[config.mk]
export PLATFORM = sky130hd
export DESIGN_NAME = seq_alu
export DESIGN_NICKNAME = d
export VERILOG_FILES = /design/src/rtl/seq_alu_pkg.sv /design/src/rtl/seq_muldiv.sv /design/src/rtl/seq_alu.sv
export SDC_FILE = /design/constraint.sdc
export NUM_CORES = 1
export LEC_CHECK = 0
export ABC_CLOCK_PERIOD_IN_PS = 2550
export CORE_MARGIN = 8
export CORE_UTILIZATION = 25
export DETAILED_ROUTE_END_ITERATION = 8
export SYNTH_ARGS = -nofsm -noshare
export SYNTH_HDL_FRONTEND = slang
export SYNTH_SLANG_ARGS = --single-unit
[constraint.sdc]
create_clock -name clk -period 2.55 [get_ports clk]
set_input_delay 0.51 -clock clk [delete_from_list [all_inputs] [get_ports clk]]
set_output_delay 0.51 -clock clk [all_outputs]
set_load 0.005 [all_outputs]
[src/rtl/seq_alu_pkg.sv]
// -----------------------------------------------------------------------------
// seq_alu_pkg
//   Shared types and constants for the sequential ALU and its mul/div datapath.
//   - alu_op_t  : opcode encoding (codes 10..15 are unsupported)
//   - state_t   : controller states
//   - md_mode_t : mul/div datapath mode select
//   - FLAG_*    : bit positions inside the 4-bit {N,Z,C,V} flag vector
// -----------------------------------------------------------------------------
package seq_alu_pkg;

   typedef enum logic [3:0] {
      OP_ADD = 4'd0,
      OP_SUB = 4'd1,
      OP_AND = 4'd2,
      OP_OR  = 4'd3,
      OP_XOR = 4'd4,
      OP_NOT = 4'd5,
      OP_SHL = 4'd6,
      OP_SHR = 4'd7,
      OP_MUL = 4'd8,
      OP_DIV = 4'd9
   } alu_op_t;

   typedef enum logic [1:0] {
      IDLE = 2'd0,
      ITER = 2'd1,
      DONE = 2'd2
   } state_t;

   typedef enum logic {
      MD_MUL = 1'b0,
      MD_DIV = 1'b1
   } md_mode_t;

   localparam int FLAG_N = 3;
   localparam int FLAG_Z = 2;
   localparam int FLAG_C = 1;
   localparam int FLAG_V = 0;

endpackage

[src/rtl/seq_muldiv.sv]
// -----------------------------------------------------------------------------
// seq_muldiv
//   Iterative unsigned multiplier (shift-add, LSB first) and restoring divider.
//   The start edge loads the operands and already performs the first step, so
//   N steps are complete N-1 edges later and `ready` is high from then on.
//   Ports:
//     clk, rst_n    : clock, asynchronous active-low reset
//     start         : load a/b/mode and perform step 1
//     mode          : MD_MUL or MD_DIV
//     a, b          : operands (multiplier/multiplicand, dividend/divisor)
//     lo, hi        : MUL product low/high half, DIV quotient/remainder
//     ready         : all N steps done; lo/hi valid
// -----------------------------------------------------------------------------
module seq_muldiv
   import seq_alu_pkg::*;
#(
   parameter int N = 4
) (
   input  logic         clk,
   input  logic         rst_n,
   input  logic         start,
   input  md_mode_t     mode,
   input  logic [N-1:0] a,
   input  logic [N-1:0] b,
   output logic [N-1:0] lo,
   output logic [N-1:0] hi,
   output logic         ready
);

   localparam int CW = $clog2(N + 1);

   logic [N-1:0]  r_lo;
   logic [N-1:0]  r_hi;
   logic [N-1:0]  r_b;
   md_mode_t      r_mode;
   logic [CW-1:0] r_cnt;
   logic          r_valid;

   logic [N-1:0]  w_cur_lo;
   logic [N-1:0]  w_cur_hi;
   logic [N-1:0]  w_cur_b;
   md_mode_t      w_cur_mode;
   logic [N:0]    w_sum;
   logic [N:0]    w_shift;
   logic [N:0]    w_diff;
   logic [N-1:0]  w_nxt_lo;
   logic [N-1:0]  w_nxt_hi;

   // One datapath step, fed either by the fresh operands (start) or by the
   // running registers.
   // NOTE: every signal written here gets a default first, otherwise a path
   // that skips an assignment would infer a latch.
   always_comb begin
      w_cur_lo   = start ? a      : r_lo;
      w_cur_hi   = start ? '0     : r_hi;
      w_cur_b    = start ? b      : r_b;
      w_cur_mode = start ? mode   : r_mode;
      w_sum      = '0;
      w_shift    = '0;
      w_diff     = '0;
      w_nxt_lo   = w_cur_lo;
      w_nxt_hi   = w_cur_hi;
      if (w_cur_mode == MD_MUL) begin
         // {hi,lo} shifts right; lo's LSB selects whether b is added to hi.
         w_sum    = {1'b0, w_cur_hi} + (w_cur_lo[0] ? {1'b0, w_cur_b} : '0);
         w_nxt_hi = w_sum[N:1];
         w_nxt_lo = {w_sum[0], w_cur_lo[N-1:1]};
      end else begin
         // Partial remainder < b, so the shifted value fits N+1 bits and bit N
         // of the trial difference is the borrow.
         w_shift = {w_cur_hi, w_cur_lo[N-1]};
         w_diff  = w_shift - {1'b0, w_cur_b};
         if (!w_diff[N]) begin
            w_nxt_hi = w_diff[N-1:0];
            w_nxt_lo = {w_cur_lo[N-2:0], 1'b1};
         end else begin
            w_nxt_hi = w_shift[N-1:0];
            w_nxt_lo = {w_cur_lo[N-2:0], 1'b0};
         end
      end
   end

   // NOTE: sequential state uses non-blocking assignments so every register
   // samples the pre-edge values regardless of statement order.
   always_ff @(posedge clk or negedge rst_n) begin
      if (!rst_n) begin
         r_lo    <= '0;
         r_hi    <= '0;
         r_b     <= '0;
         r_mode  <= MD_MUL;
         r_cnt   <= '0;
         r_valid <= 1'b0;
      end else if (start) begin
         r_lo    <= w_nxt_lo;
         r_hi    <= w_nxt_hi;
         r_b     <= b;
         r_mode  <= mode;
         r_cnt   <= CW'(N - 1);
         r_valid <= 1'b1;
      end else if (r_cnt != '0) begin
         r_lo    <= w_nxt_lo;
         r_hi    <= w_nxt_hi;
         r_cnt   <= r_cnt - 1'b1;
      end
   end

   assign lo    = r_lo;
   assign hi    = r_hi;
   assign ready = r_valid && (r_cnt == '0);

endmodule

[src/rtl/seq_alu.sv]
// -----------------------------------------------------------------------------
// seq_alu
//   Multi-cycle N-bit ALU. Single-cycle ops complete with `done` in the cycle
//   after the start edge; MUL/DIV (b!=0) iterate and complete N+1 cycles after
//   it. Results and {N,Z,C,V} flags are registered and hold until the next
//   operation completes.
//   Build option: define SEQ_ALU_MULDIV_EN to compile in the MUL/DIV datapath;
//   without it opcodes 8 and 9 are reported as unsupported.
//   Ports:
//     clk, rst_n        : clock, asynchronous active-low reset
//     start, op, a, b   : request strobe (ignored while busy), opcode, operands
//     result, result_hi : low result / quotient, MUL high half / remainder
//     flags             : {N,Z,C,V}
//     err               : divide-by-zero or unsupported opcode
//     busy, done        : operation in flight, one-cycle completion pulse
// -----------------------------------------------------------------------------
module seq_alu
   import seq_alu_pkg::*;
#(
   parameter int N = 4
) (
   input  logic         clk,
   input  logic         rst_n,
   input  logic         start,
   input  logic [3:0]   op,
   input  logic [N-1:0] a,
   input  logic [N-1:0] b,
   output logic [N-1:0] result,
   output logic [N-1:0] result_hi,
   output logic [3:0]   flags,
   output logic         err,
   output logic         busy,
   output logic         done
);

   localparam int SW = $clog2(N);

   state_t        r_state;
   state_t        w_state_nxt;
   logic [N-1:0]  r_result;
   logic [N-1:0]  r_result_hi;
   logic [3:0]    r_flags;
   logic          r_err;
   logic          r_busy;
   logic          r_done;

   logic          w_accept;
   logic          w_iter_op;
   logic [N:0]    w_add;
   logic [N:0]    w_sub;
   logic [SW-1:0] w_shamt;
   logic          w_sh_big;
   logic [N:0]    w_shl;
   logic [N:0]    w_shr;

   logic [N-1:0]  w_alu_res;
   logic [N-1:0]  w_alu_hi;
   logic          w_alu_c;
   logic          w_alu_v;
   logic          w_alu_err;
   logic          w_alu_unsup;

   logic          w_cap;
   logic [N-1:0]  w_cap_res;
   logic [N-1:0]  w_cap_hi;
   logic [3:0]    w_cap_flags;
   logic          w_cap_err;

   function automatic logic [3:0] make_flags(input logic [N-1:0] res,
                                             input logic c, input logic v);
      logic [3:0] f;
      f         = '0;
      f[FLAG_N] = res[N-1];
      f[FLAG_Z] = (res == '0);
      f[FLAG_C] = c;
      f[FLAG_V] = v;
      return f;
   endfunction

   assign w_accept = (r_state == IDLE) && start;

`ifdef SEQ_ALU_MULDIV_EN
   localparam int CW = $clog2(N + 1);

   logic [CW-1:0] r_cnt;
   logic          r_is_div;
   logic          w_md_start;
   md_mode_t      w_md_mode;
   logic [N-1:0]  w_md_lo;
   logic [N-1:0]  w_md_hi;
   logic          w_md_ready;

   assign w_iter_op  = (op == OP_MUL) || ((op == OP_DIV) && (b != '0));
   assign w_md_start = w_accept && w_iter_op;
   assign w_md_mode  = (op == OP_DIV) ? MD_DIV : MD_MUL;

   seq_muldiv #(.N(N)) u_muldiv (
      .clk   (clk),
      .rst_n (rst_n),
      .start (w_md_start),
      .mode  (w_md_mode),
      .a     (a),
      .b     (b),
      .lo    (w_md_lo),
      .hi    (w_md_hi),
      .ready (w_md_ready)
   );

   always_ff @(posedge clk or negedge rst_n) begin
      if (!rst_n) begin
         r_cnt    <= '0;
         r_is_div <= 1'b0;
      end else if (w_md_start) begin
         r_cnt    <= CW'(N);
         r_is_div <= (op == OP_DIV);
      end else if (r_state == ITER) begin
         r_cnt    <= r_cnt - 1'b1;
      end
   end
`else
   assign w_iter_op = 1'b0;
`endif

   // ---------------- single-cycle datapath (from the live inputs) -----------
   assign w_add    = {1'b0, a} + {1'b0, b};
   assign w_sub    = {1'b0, a} - {1'b0, b};
   assign w_shamt  = b[SW-1:0];
   assign w_sh_big = (32'(w_shamt) >= N);
   // The extra bit on each side captures the last bit shifted out.
   assign w_shl    = {1'b0, a} << w_shamt;
   assign w_shr    = {a, 1'b0} >> w_shamt;

   always_comb begin
      w_alu_res   = '0;
      w_alu_hi    = '0;
      w_alu_c     = 1'b0;
      w_alu_v     = 1'b0;
      w_alu_err   = 1'b0;
      w_alu_unsup = 1'b0;
      case (op)
         OP_ADD: begin
            w_alu_res = w_add[N-1:0];
            w_alu_c   = w_add[N];
            w_alu_v   = (a[N-1] == b[N-1]) && (w_add[N-1] != a[N-1]);
         end
         OP_SUB: begin
            w_alu_res = w_sub[N-1:0];
            w_alu_c   = ~w_sub[N];
            w_alu_v   = (a[N-1] != b[N-1]) && (w_sub[N-1] != a[N-1]);
         end
         OP_AND: w_alu_res = a & b;
         OP_OR:  w_alu_res = a | b;
         OP_XOR: w_alu_res = a ^ b;
         OP_NOT: w_alu_res = ~a;
         OP_SHL: begin
            if (!w_sh_big) begin
               w_alu_res = w_shl[N-1:0];
               w_alu_c   = w_shl[N];
            end
         end
         OP_SHR: begin
            if (!w_sh_big) begin
               w_alu_res = w_shr[N:1];
               w_alu_c   = w_shr[0];
            end
         end
`ifdef SEQ_ALU_MULDIV_EN
         // Only divide-by-zero completes in one cycle; the rest iterate.
         OP_DIV: begin
            if (b == '0) begin
               w_alu_res = '1;
               w_alu_hi  = a;
               w_alu_err = 1'b1;
            end
         end
         OP_MUL: begin
         end
`endif
         default: begin
            w_alu_err   = 1'b1;
            w_alu_unsup = 1'b1;
         end
      endcase
   end

   // ---------------- FSM: next state ----------------------------------------
   always_comb begin
      w_state_nxt = r_state;
      case (r_state)
         IDLE: if (start) w_state_nxt = w_iter_op ? ITER : DONE;
`ifdef SEQ_ALU_MULDIV_EN
         ITER: if ((r_cnt == CW'(1)) && w_md_ready) w_state_nxt = DONE;
`endif
         DONE:    w_state_nxt = IDLE;
         default: w_state_nxt = IDLE;
      endcase
   end

   // ---------------- FSM: outputs (capture enable and values) ---------------
   always_comb begin
      w_cap       = 1'b0;
      w_cap_res   = w_alu_res;
      w_cap_hi    = w_alu_hi;
      w_cap_err   = w_alu_err;
      w_cap_flags = w_alu_unsup ? 4'b0000 : make_flags(w_alu_res, w_alu_c, w_alu_v);
      if (w_accept && !w_iter_op) begin
         w_cap = 1'b1;
      end
`ifdef SEQ_ALU_MULDIV_EN
      if ((r_state == ITER) && (w_state_nxt == DONE)) begin
         w_cap       = 1'b1;
         w_cap_res   = w_md_lo;
         w_cap_hi    = w_md_hi;
         w_cap_err   = 1'b0;
         w_cap_flags = make_flags(w_md_lo, !r_is_div && (w_md_hi != '0), 1'b0);
      end
`endif
   end

   // ---------------- FSM: state register ------------------------------------
   always_ff @(posedge clk or negedge rst_n) begin
      if (!rst_n) r_state <= IDLE;
      else        r_state <= w_state_nxt;
   end

   // ---------------- output registers ---------------------------------------
   always_ff @(posedge clk or negedge rst_n) begin
      if (!rst_n) begin
         r_result    <= '0;
         r_result_hi <= '0;
         r_flags     <= '0;
         r_err       <= 1'b0;
         r_busy      <= 1'b0;
         r_done      <= 1'b0;
      end else begin
         r_busy <= (w_state_nxt != IDLE);
         r_done <= (w_state_nxt == DONE);
         if (w_cap) begin
            r_result    <= w_cap_res;
            r_result_hi <= w_cap_hi;
            r_flags     <= w_cap_flags;
            r_err       <= w_cap_err;
         end
      end
   end

   assign result    = r_result;
   assign result_hi = r_result_hi;
   assign flags     = r_flags;
   assign err       = r_err;
   assign busy      = r_busy;
   assign done      = r_done;

endmodule

Word level (Yosys, flattened, before mapping)
Index checks and enable logic that the tools add are counted.
- register bits after elaboration: 13
- bits in latches: 0
- output and inout port bits: 15
- memories kept: 0
- RAM bits: 0
- memory bits (read-only): 0
- logic and storage cells: 43
- div/mod/pow operators: 0
- bitwise logic cells: 5
- multiplexer cells: 8
- shift operators: 2
- multiply operators: 0
- magnitude comparators: 0
- add/sub/neg operators: 2
- equal/unequal tests: 12
- reduce and logical (&&, ||, !) cells: 8
- operators by type and width (cell ; number):
    $pmux W4 S8 ; 1
    $eq A4 B3 Y1 const B ; 4
    $eq A4 B2 Y1 const B ; 2
    $logic_not A4 Y1 ; 2
    $reduce_or A8 Y1 ; 1
    $add A4 B4 Y5 ; 1
    $shl A4 B2 Y5 ; 1
    $shr A5 B2 Y5 ; 1
    $sub A4 B4 Y5 ; 1
    $and A4 B4 Y4 ; 1
    $eq A4 B1 Y1 const B ; 1
    $mux W2 ; 2
    $mux W4 ; 1
    $not A4 Y4 ; 1
    $or A4 B4 Y4 ; 1
    $pmux W1 S4 ; 1
    $xor A4 B4 Y4 ; 1
    $logic_and A1 B1 Y1 ; 3
    $ne A1 B1 Y1 ; 3
    $eq A2 B2 Y1 const B ; 1
    $logic_not A2 Y1 ; 1
    $mux W1 ; 2
    $pmux W1 S2 ; 1
    $reduce_bool A2 Y1 ; 1
    other kinds (2) ; 2

Logic depth before layout (Yosys ltp)
Gate-level depths: netlist of the first run.
- word-level depth: 5
- mapped depth: 9

Worst setup path after synthesis of the first run
No wires, ideal clock.
- path kind: in2reg
- start point: input b[1]
- end point: register r_flags[2], in the netlist flags[2]
- library setup time: 138 ps
- cell stages on the path: 8
- arrival: 1997 ps
- required time: 2412 ps
- buffers on the path: 1
- path slack: 415 ps
- cell sequence: buf_2 inv_1 ha_1 o21bai_1 a211oi_1 nor3_1 o31ai_1 o41ai_2
- cells in the longest elaborated chain, start to end: 4
- elaborated cells between the ends (all ways): 10
- those cells by class: add/sub (2); shift (2); mux (2); bitwise (3); reduce/logical (1)
- RTL lines (element ; RTL line ; source):
    start: declaration ; seq_alu.sv:27 ; input logic [N-1:0] b,
    $sub A4 B4 Y5, or another cell as far along ; seq_alu.sv:126 ; assign w_sub = {1'b0, a} - {1'b0, b};
    $pmux W4 S8 * ; seq_alu.sv:140 ; case (op)
    $logic_not A4 Y1 * ; seq_alu.sv:74 ; f[FLAG_Z] = (res == '0);
    $mux W4 * ; seq_alu.sv:205 ; w_cap_flags = w_alu_unsup ? 4'b0000 : make_flags(w_alu_res, w_alu_c, w_alu_v);
    end signal: assignment ; seq_alu.sv:241 ; r_flags <= w_cap_flags;
    end: declaration ; seq_alu.sv:42 ; logic [3:0] r_flags;
Every way passes the cells marked *; elsewhere a longest branch is shown, timed or not.
A chain may end at the register's enable or synchronous reset.

Worst setup path in the final report of the first run
- start point: input a[1]
- end point: register r_flags[2], in the netlist flags[2]
- cells in the longest elaborated chain, start to end: 4
- elaborated cells between the ends (all ways): 11
- those cells by class: add/sub (2); shift (2); mux (2); bitwise (4); reduce/logical (1)
- RTL lines (element ; RTL line ; source):
    start: declaration ; seq_alu.sv:26 ; input logic [N-1:0] a,
    $sub A4 B4 Y5, or another cell as far along ; seq_alu.sv:126 ;
    $pmux W4 S8 * ; seq_alu.sv:140 ;
    $logic_not A4 Y1 * ; seq_alu.sv:74 ;
    $mux W4 * ; seq_alu.sv:205 ;
Marked as above.

==> flow_metrics.env, run 1 <==
export IMPL_p_int_w=0.000479
export IMPL_arrival_ps=2490
export IMPL_max_slew_margin=0.603
export IMPL_final_cells=263
export IMPL_cp_end_kind="register"
export IMPL_pin_count=30
export IMPL_cts_num_sinks=13
export IMPL_grt_max_degree=15
export IMPL_antenna_cells=0
export IMPL_drc=0
export IMPL_fp_dieH_um=89.3
export IMPL_seq_power_share=0.347
export IMPL_cts_hold_buffers=0
export IMPL_dr_first_iter_drc_count=70
export IMPL_period_needed_ps=2380
export IMPL_dr_pass1_iters=4
export IMPL_io_buffers=25
export IMPL_start_util=0.261
export IMPL_syn_to_final_growth_pct=35.4
export IMPL_dp_hpwl_um=2970
export IMPL_swShare=0.301
export IMPL_ys_seq_area_frac=0.242
export IMPL_yosysWarnings=0
export IMPL_max_vdd_ir_drop_mv=0.159
export IMPL_fillCellCount=562
export IMPL_placed_cells=259
export IMPL_switching_power_w=0.000207
export IMPL_drive_gt1_frac=0.150
export IMPL_clkPwrFrac=0.261
export IMPL_routed_wl_um=3570
export IMPL_clk_pin_slew_ps=50
export IMPL_path_buf_inv=4
export IMPL_grt_usage=0.0901
export IMPL_crit_path_cell_trace="clkdlybuf4s50_1 -> buf_4 -> buf_4 -> ha_1 -> a21oi_1 -> a21oi_1 -> o21a_1 -> o31ai_1 -> buf_4 -> o41ai_2"
export IMPL_wl_per_cell_um=13.6
export IMPL_slowest_delay_ps=430
export IMPL_grt_pass1_vias=1228
export IMPL_worstPathRequired_ps=2660
export IMPL_p_comb_frac=0.392
export IMPL_ant_nets=0
export IMPL_synth_area_mm2=0.00134
export IMPL_finalCritPeriodShare=0.932
export IMPL_synth_edff_count=0
export IMPL_critPathMaxFanout=5
export IMPL_fp_dieArea_mm2=0.00798
export IMPL_num_vias=1218
export IMPL_clkLatencyLatePin_ps=240
export IMPL_power_density_mw_per_mm2=377
export IMPL_syn_avg_cell_area_um2=8.78
export IMPL_hp_class="register to register"
export IMPL_async_reset_ff_frac=1.00
export IMPL_layout_setup_ws_ps=174
export IMPL_finClkSkew_ps=1.22
export IMPL_nNetsFinal=224
export IMPL_grt_pass1_wl_um=5860
export IMPL_cts_buffers=3
export IMPL_postSynthCellCount=153
export IMPL_setup_viol=0
export IMPL_die_w_um=89.3
export IMPL_drv_cap=0
export IMPL_core_mm2=0.00514
export IMPL_cp_common_cell="buf_4"
export IMPL_rows=26
export IMPL_cts_tree="built"
export IMPL_p_leak_nw=0.853
export IMPL_synth_seq_cells=13
export IMPL_antenna_found_initial=0
export IMPL_layout_commonest_cell="clkdlybuf4s50_1"
export IMPL_clk_path_buf_depth=2
export IMPL_cp_start_kind="input port"
export IMPL_h_tree_depth=1
export IMPL_crit_family="buffers and inverters"
export IMPL_tightestPinTransition_ps=593
export IMPL_clockRootBuffer="clkbuf_8"
export IMPL_routabilityCongestion=0.836
export IMPL_status="finished, final reports clean"
export IMPL_final_max_slew_viol_count=0
export IMPL_worst_path_max_delay_cell="clkdlybuf4s50_1"
export IMPL_layout_common_cells="clkdlybuf4s50_1, buf_4, inv_1"
export IMPL_viasPerCell=4.63
export IMPL_rsz0062_at_grt="no"
export IMPL_overflow=0
export IMPL_synth_top_flop_cell="dfrtp_1"
export IMPL_final_hold_viol_count=0
export IMPL_pre_cts_slack_ps=-173
export IMPL_fmax_ghz=0.421
export IMPL_criticalPathCategory="input port to register"
export IMPL_synth_cell_types=47
-- power groups by stage --
| stage | clock network (W) | logic (W) | registers [W] |
|---|---|---|---|
| after detailed placement | 0 | 0.000269 | 0.000242 |
| after floorplan | 0 | 0.000141 | 0.000242 |
| after CTS | 0.000185 | 0.000270 | 0.000238 |
| after global placement | 0 | 0.000267 | 0.000242 |
| final | 0.000179 | 0.000269 | 0.000238 |
| after global routing | 0.000189 | 0.000297 | 0.000242 |
-- cells by family after synthesis --
| logic type | Yosys count | synth area share |
|---|---|---|
| AOI/OAI and AO/OA | 49 | 0.275 |
| and+or+nand+nor | 36 | 0.144 |
| buffers and inverters | 30 | 0.112 |
| adders and majority gates | 15 | 0.151 |
| DFF | 13 | 0.242 |
| muxes | 6 | 0.0540 |
| xor gates and xnor gates | 3 | 0.0196 |
| other | 1 | 0.00279 |
-- cells in the mapped netlist, types with 2 or more instances --
library cell | number | share of area
inv_1 | 15 | 0.042
dfrtp_1 | 13 | 0.24
ha_1 | 13 | 0.12
a21oi_1 | 9 | 0.034
nand2_1 | 9 | 0.025
nand2b_1 | 7 | 0.033
a211oi_1 | 5 | 0.028
buf_4 | 5 | 0.028
mux2i_1 | 5 | 0.037
nor2_1 | 5 | 0.014
a22o_1 | 4 | 0.026
a31oi_1 | 4 | 0.019
nor2b_1 | 4 | 0.019
nor3_1 | 4 | 0.015
o21ai_0 | 4 | 0.015
buf_2 | 3 | 0.011
clkbuf_1 | 3 | 0.0084
o21a_1 | 3 | 0.017
and3_1 | 2 | 0.0093
and3b_1 | 2 | 0.013
buf_6 | 2 | 0.017
fa_1 | 2 | 0.030
o2111ai_1 | 2 | 0.013
o211ai_1 | 2 | 0.011
o21bai_1 | 2 | 0.011
o31ai_1 | 2 | 0.011
xnor2_1 | 2 | 0.013
-- worst register-to-register path: stages, from the launching register on --
cell,delay [ps]
dfrtp_1,350
or3b_1,590
nor2_1,210
o2111ai_1,140
o41ai_2,210
-- per-layer routing --
| layer | GRT usage | part of all wire |
|---|---|---|
| met5 | 0 | 0 |
| met4 | 0.0136 | 0.0022 |
| met3 | 0.0101 | 0.050 |
| met2 | 0.150 | 0.46 |
| met1 | 0.123 | 0.48 |
-- state kept, by name, summed over array words and instances, names as in the netlist --
| signal | flops |
|---|---|
| flags | 4 |
| done | 1 |
| err | 1 |
| result | 4 |
| r_state | 2 |
| busy | 1 |
-- stage by stage --
step / util / power, W / hold slack (ps) / instance area (um^2) / setup TNS [ps]
3_5_place_dp: 0.343 / 0.000511 / 480 / 1760 / -381
4_1_cts: 0.352 / 0.000693 / 493 / 1810 / 0
2_1_floorplan: - / 0.000384 / 214 / 1360 / 0
6_report: 0.354 / 0.000686 / 489 / 1820 / 0
3_3_place_gp: 0.343 / 0.000509 / 471 / 1760 / -184
5_1_grt: 0.354 / 0.000728 / 518 / 1820 / 0
-- final cells by class --
cell class	count	area [um^2]	area share
clock buffer	4	45.0	0.0248
inverter	16	60.1	0.0330
multi-input combinational	114	891	0.490
sequential	13	325	0.179
tap	70	87.6	0.0481
timing repair buffer	46	410	0.226
-- final timing paths --
check	slack [ps]	cells past startpoint	start	endpoint
min reg2reg	490	2	flags[2]$_DFFE_PN0P_	flags[2]$_DFFE_PN0P_
max	170	10	a[1]	flags[2]$_DFFE_PN0P_
max in group asynchronous	1510	1	rst_n	r_state[0]$_DFF_PN0_
min in group asynchronous	650	1	rst_n	result[3]$_DFFE_PN0P_
min	490	2	flags[2]$_DFFE_PN0P_	flags[2]$_DFFE_PN0P_
max reg2reg	960	4	r_state[0]$_DFF_PN0_	flags[2]$_DFFE_PN0P_
-- what timing repair did --
item	CTS	global route
resized for setup	0	2
setup endpoints to repair	0	2
setup buffers	0	0
No activity file was read; power rests on OpenSTA's default activity.
==> inputs of run 2 (changes only) <==
--- a/config.mk
+++ b/config.mk
@@ -6,7 +6,7 @@
 export NUM_CORES = 1
 export LEC_CHECK = 0
 export ABC_CLOCK_PERIOD_IN_PS = 2550
-export CORE_MARGIN = 8
+export CORE_MARGIN = 4
 export CORE_UTILIZATION = 25
 export DETAILED_ROUTE_END_ITERATION = 8
 export SYNTH_ARGS = -nofsm -noshare
==> run 2 against run 1 <==
  * Routed wire length fell by 2.8%
  * Cell count rose by 0.38%
  * Non-clock buffer count rose by 1
  * Critical endpoint unchanged
  * Register-to-register slack barely moved
  * Largest cell class unchanged
  * Clock-buffer cell count fell by 1
  * Die area fell by 17%
  * Design area rose by 1.0%
  * Clock power rose by 3%
  * Worst hold slack got worse by 12 ps
  * Maximum frequency fell by 0.64%
  * Via count rose by 3.5%
==> flow_metrics.env, run 2 (synthesis gave the netlist of run 1 again) <==
export IMPL_num_vias=1261
export IMPL_final_max_slew_viol_count=0
export IMPL_max_slew_margin=0.619
export IMPL_layout_commonest_cell="clkdlybuf4s50_1"
export IMPL_worstHoldStart="err$_DFFE_PN0P_"
export IMPL_rows=26
export IMPL_grt_pass1_vias=1142
export IMPL_final_hold_viol_count=0
export IMPL_power_density_mw_per_mm2=379
export IMPL_fillCellCount=551
export IMPL_cp_start_kind="input port"
export IMPL_cp_startpoint="a[0]"
export IMPL_clk_pin_slew_ps=60
export IMPL_criticalPathCategory="input port to register"
export IMPL_fin_area_mm2=0.00184
export IMPL_cp_common_cell="inv_1"
export IMPL_routabilityCongestion=0.876
export IMPL_rr_startpoint="r_state[0]$_DFF_PN0_"
export IMPL_placed_area_mm2=0.00178
export IMPL_seq_power_share=0.343
export IMPL_dr_first_iter_drc_count=57
export IMPL_slowest_delay_ps=480
export IMPL_swShare=0.310
export IMPL_arrival_ps=2540
export IMPL_start_util=0.260
export IMPL_hp_class="register to register"
export IMPL_finalCritPeriodShare=0.938
export IMPL_syn_to_final_growth_pct=36.8
export IMPL_fmax_ghz=0.418
export IMPL_period_needed_ps=2390
export IMPL_wl_per_cell_um=13.1
export IMPL_p_comb_frac=0.391
export IMPL_crit_path_cell_trace="clkdlybuf4s50_1 -> inv_1 -> ha_1 -> inv_1 -> fa_1 -> nand2b_1 -> a21oi_1 -> a31oi_1 -> o311ai_2 -> o41ai_2"
export IMPL_post_cts_buffers=0
export IMPL_pin_count=30
export IMPL_p_leak_nw=0.856
export IMPL_ant_nets=0
export IMPL_p_int_w=0.000481
export IMPL_viasPerCell=4.78
export IMPL_hold_slack_ps=476
export IMPL_nNetsFinal=225
export IMPL_overflow=0
export IMPL_cts_tree="built"
export IMPL_h_tree_depth=1
export IMPL_final_cells=264
export IMPL_critPathMaxFanout=2
export IMPL_cts_num_sinks=13
export IMPL_rsz0062_at_grt="no"
export IMPL_reg2regPathDepth=4
export IMPL_die_w_um=81.3
export IMPL_placed_cells=260
export IMPL_status="finished, final reports clean"
export IMPL_grt_usage=0.108
export IMPL_core_mm2=0.00517
export IMPL_clk_path_buf_depth=2
export IMPL_grt_max_degree=21
export IMPL_layout_common_cells="clkdlybuf4s50_1, buf_4, inv_1"
export IMPL_fp_dieArea_mm2=0.00661
export IMPL_grt_pass1_wl_um=5500
export IMPL_io_buffers=25
export IMPL_min_path_cells=2
export IMPL_worstPathRequired_ps=2700
export IMPL_worst_path_max_delay_cell="clkdlybuf4s50_1"
export IMPL_setup_viol=0
export IMPL_clkPwrFrac=0.266
export IMPL_dr_pass1_iters=4
export IMPL_drv_cap=0
export IMPL_antenna_cells=0
export IMPL_drive_gt1_frac=0.160
export IMPL_fp_dieH_um=81.3
export IMPL_clkLatencyLatePin_ps=240
export IMPL_routed_wl_um=3470
export IMPL_max_vdd_ir_drop_mv=0.136
export IMPL_cp_end_kind="register"
export IMPL_tightestPinTransition_ps=570
export IMPL_switching_power_w=0.000216
export IMPL_finClkSkew_ps=6.03
export IMPL_clockRootBuffer="clkbuf_8"
export IMPL_dp_hpwl_um=2870
export IMPL_antenna_found_initial=0
export IMPL_cts_buffers=3
export IMPL_drc=0
==> run 2: routing by layer <==
| metal | part of all wire | GRT usage |
|---|---|---|
| met1 | 0.48 | 0.149 |
| met2 | 0.45 | 0.169 |
| met3 | 0.065 | 0.0133 |
| met4 | 0.011 | 0.0456 |
| met5 | 0 | 0 |
==> run 2: worst max-delay path: cells and delay by family <==
| kind | cells | cell delay, ps |
|---|---|---|
| adder cells (fa/ha/maj) | 2 | 620 |
| AND/OR/NAND/NOR | 1 | 90 |
| buffers and inverters | 3 | 620 |
| AO/OA/AOI/OAI | 4 | 690 |
==> run 2: power groups by stage <==
| stage | registers, W | logic, W | clock network [W] |
|---|---|---|---|
| 3_3_place_gp | 0.000242 | 0.000268 | 0 |
| 3_5_place_dp | 0.000243 | 0.000270 | 0 |
| 4_1_cts | 0.000239 | 0.000271 | 0.000191 |
| 5_1_grt | 0.000241 | 0.000298 | 0.000204 |
| 2_1_floorplan | 0.000242 | 0.000141 | 0 |
| 6_report | 0.000239 | 0.000273 | 0.000185 |
==> run 2: final cells by class <==
type | count | area, um^2 | share of cell area
Multi-Input combinational cell | 114 | 891 | 0.485
Timing Repair Buffer | 47 | 428 | 0.233
Sequential cell | 13 | 325 | 0.177
Tap cell | 70 | 87.6 | 0.0477
Inverter | 16 | 60.1 | 0.0327
Clock buffer | 3 | 41.3 | 0.0225
Clock inverter | 1 | 5.00 | 0.00272
==> run 2: path summary, 6_finish.rpt <==
check | slack, ps | to
worst max register to register | 970 | flags[2]$_DFFE_PN0P_
worst min-delay path | 480 | err$_DFFE_PN0P_
min in group asynchronous | 630 | flags[2]$_DFFE_PN0P_
worst max-delay path | 160 | flags[2]$_DFFE_PN0P_
worst min register to register | 480 | err$_DFFE_PN0P_
max in group asynchronous | 1540 | flags[0]$_DFFE_PN0P_
==> run 2: metrics by stage <==
step / setup TNS, ps / total power (W) / setup WS, ps / utilization
4_1_cts: 0 / 0.000701 / 142 / 0.354
3_5_place_dp: -287 / 0.000513 / -129 / 0.345
5_1_grt: 0 / 0.000743 / 39.6 / 0.355
3_3_place_gp: -188 / 0.000510 / -107 / 0.345
2_1_floorplan: 0 / 0.000384 / 415 / -
6_report: 0 / 0.000696 / 159 / 0.355
==> run 2: what timing repair did <==
action                     in CTS  in global routing
gates resized for setup         0                  1
setup endpoints to repair       0                  2
hold buffers                    0                  0
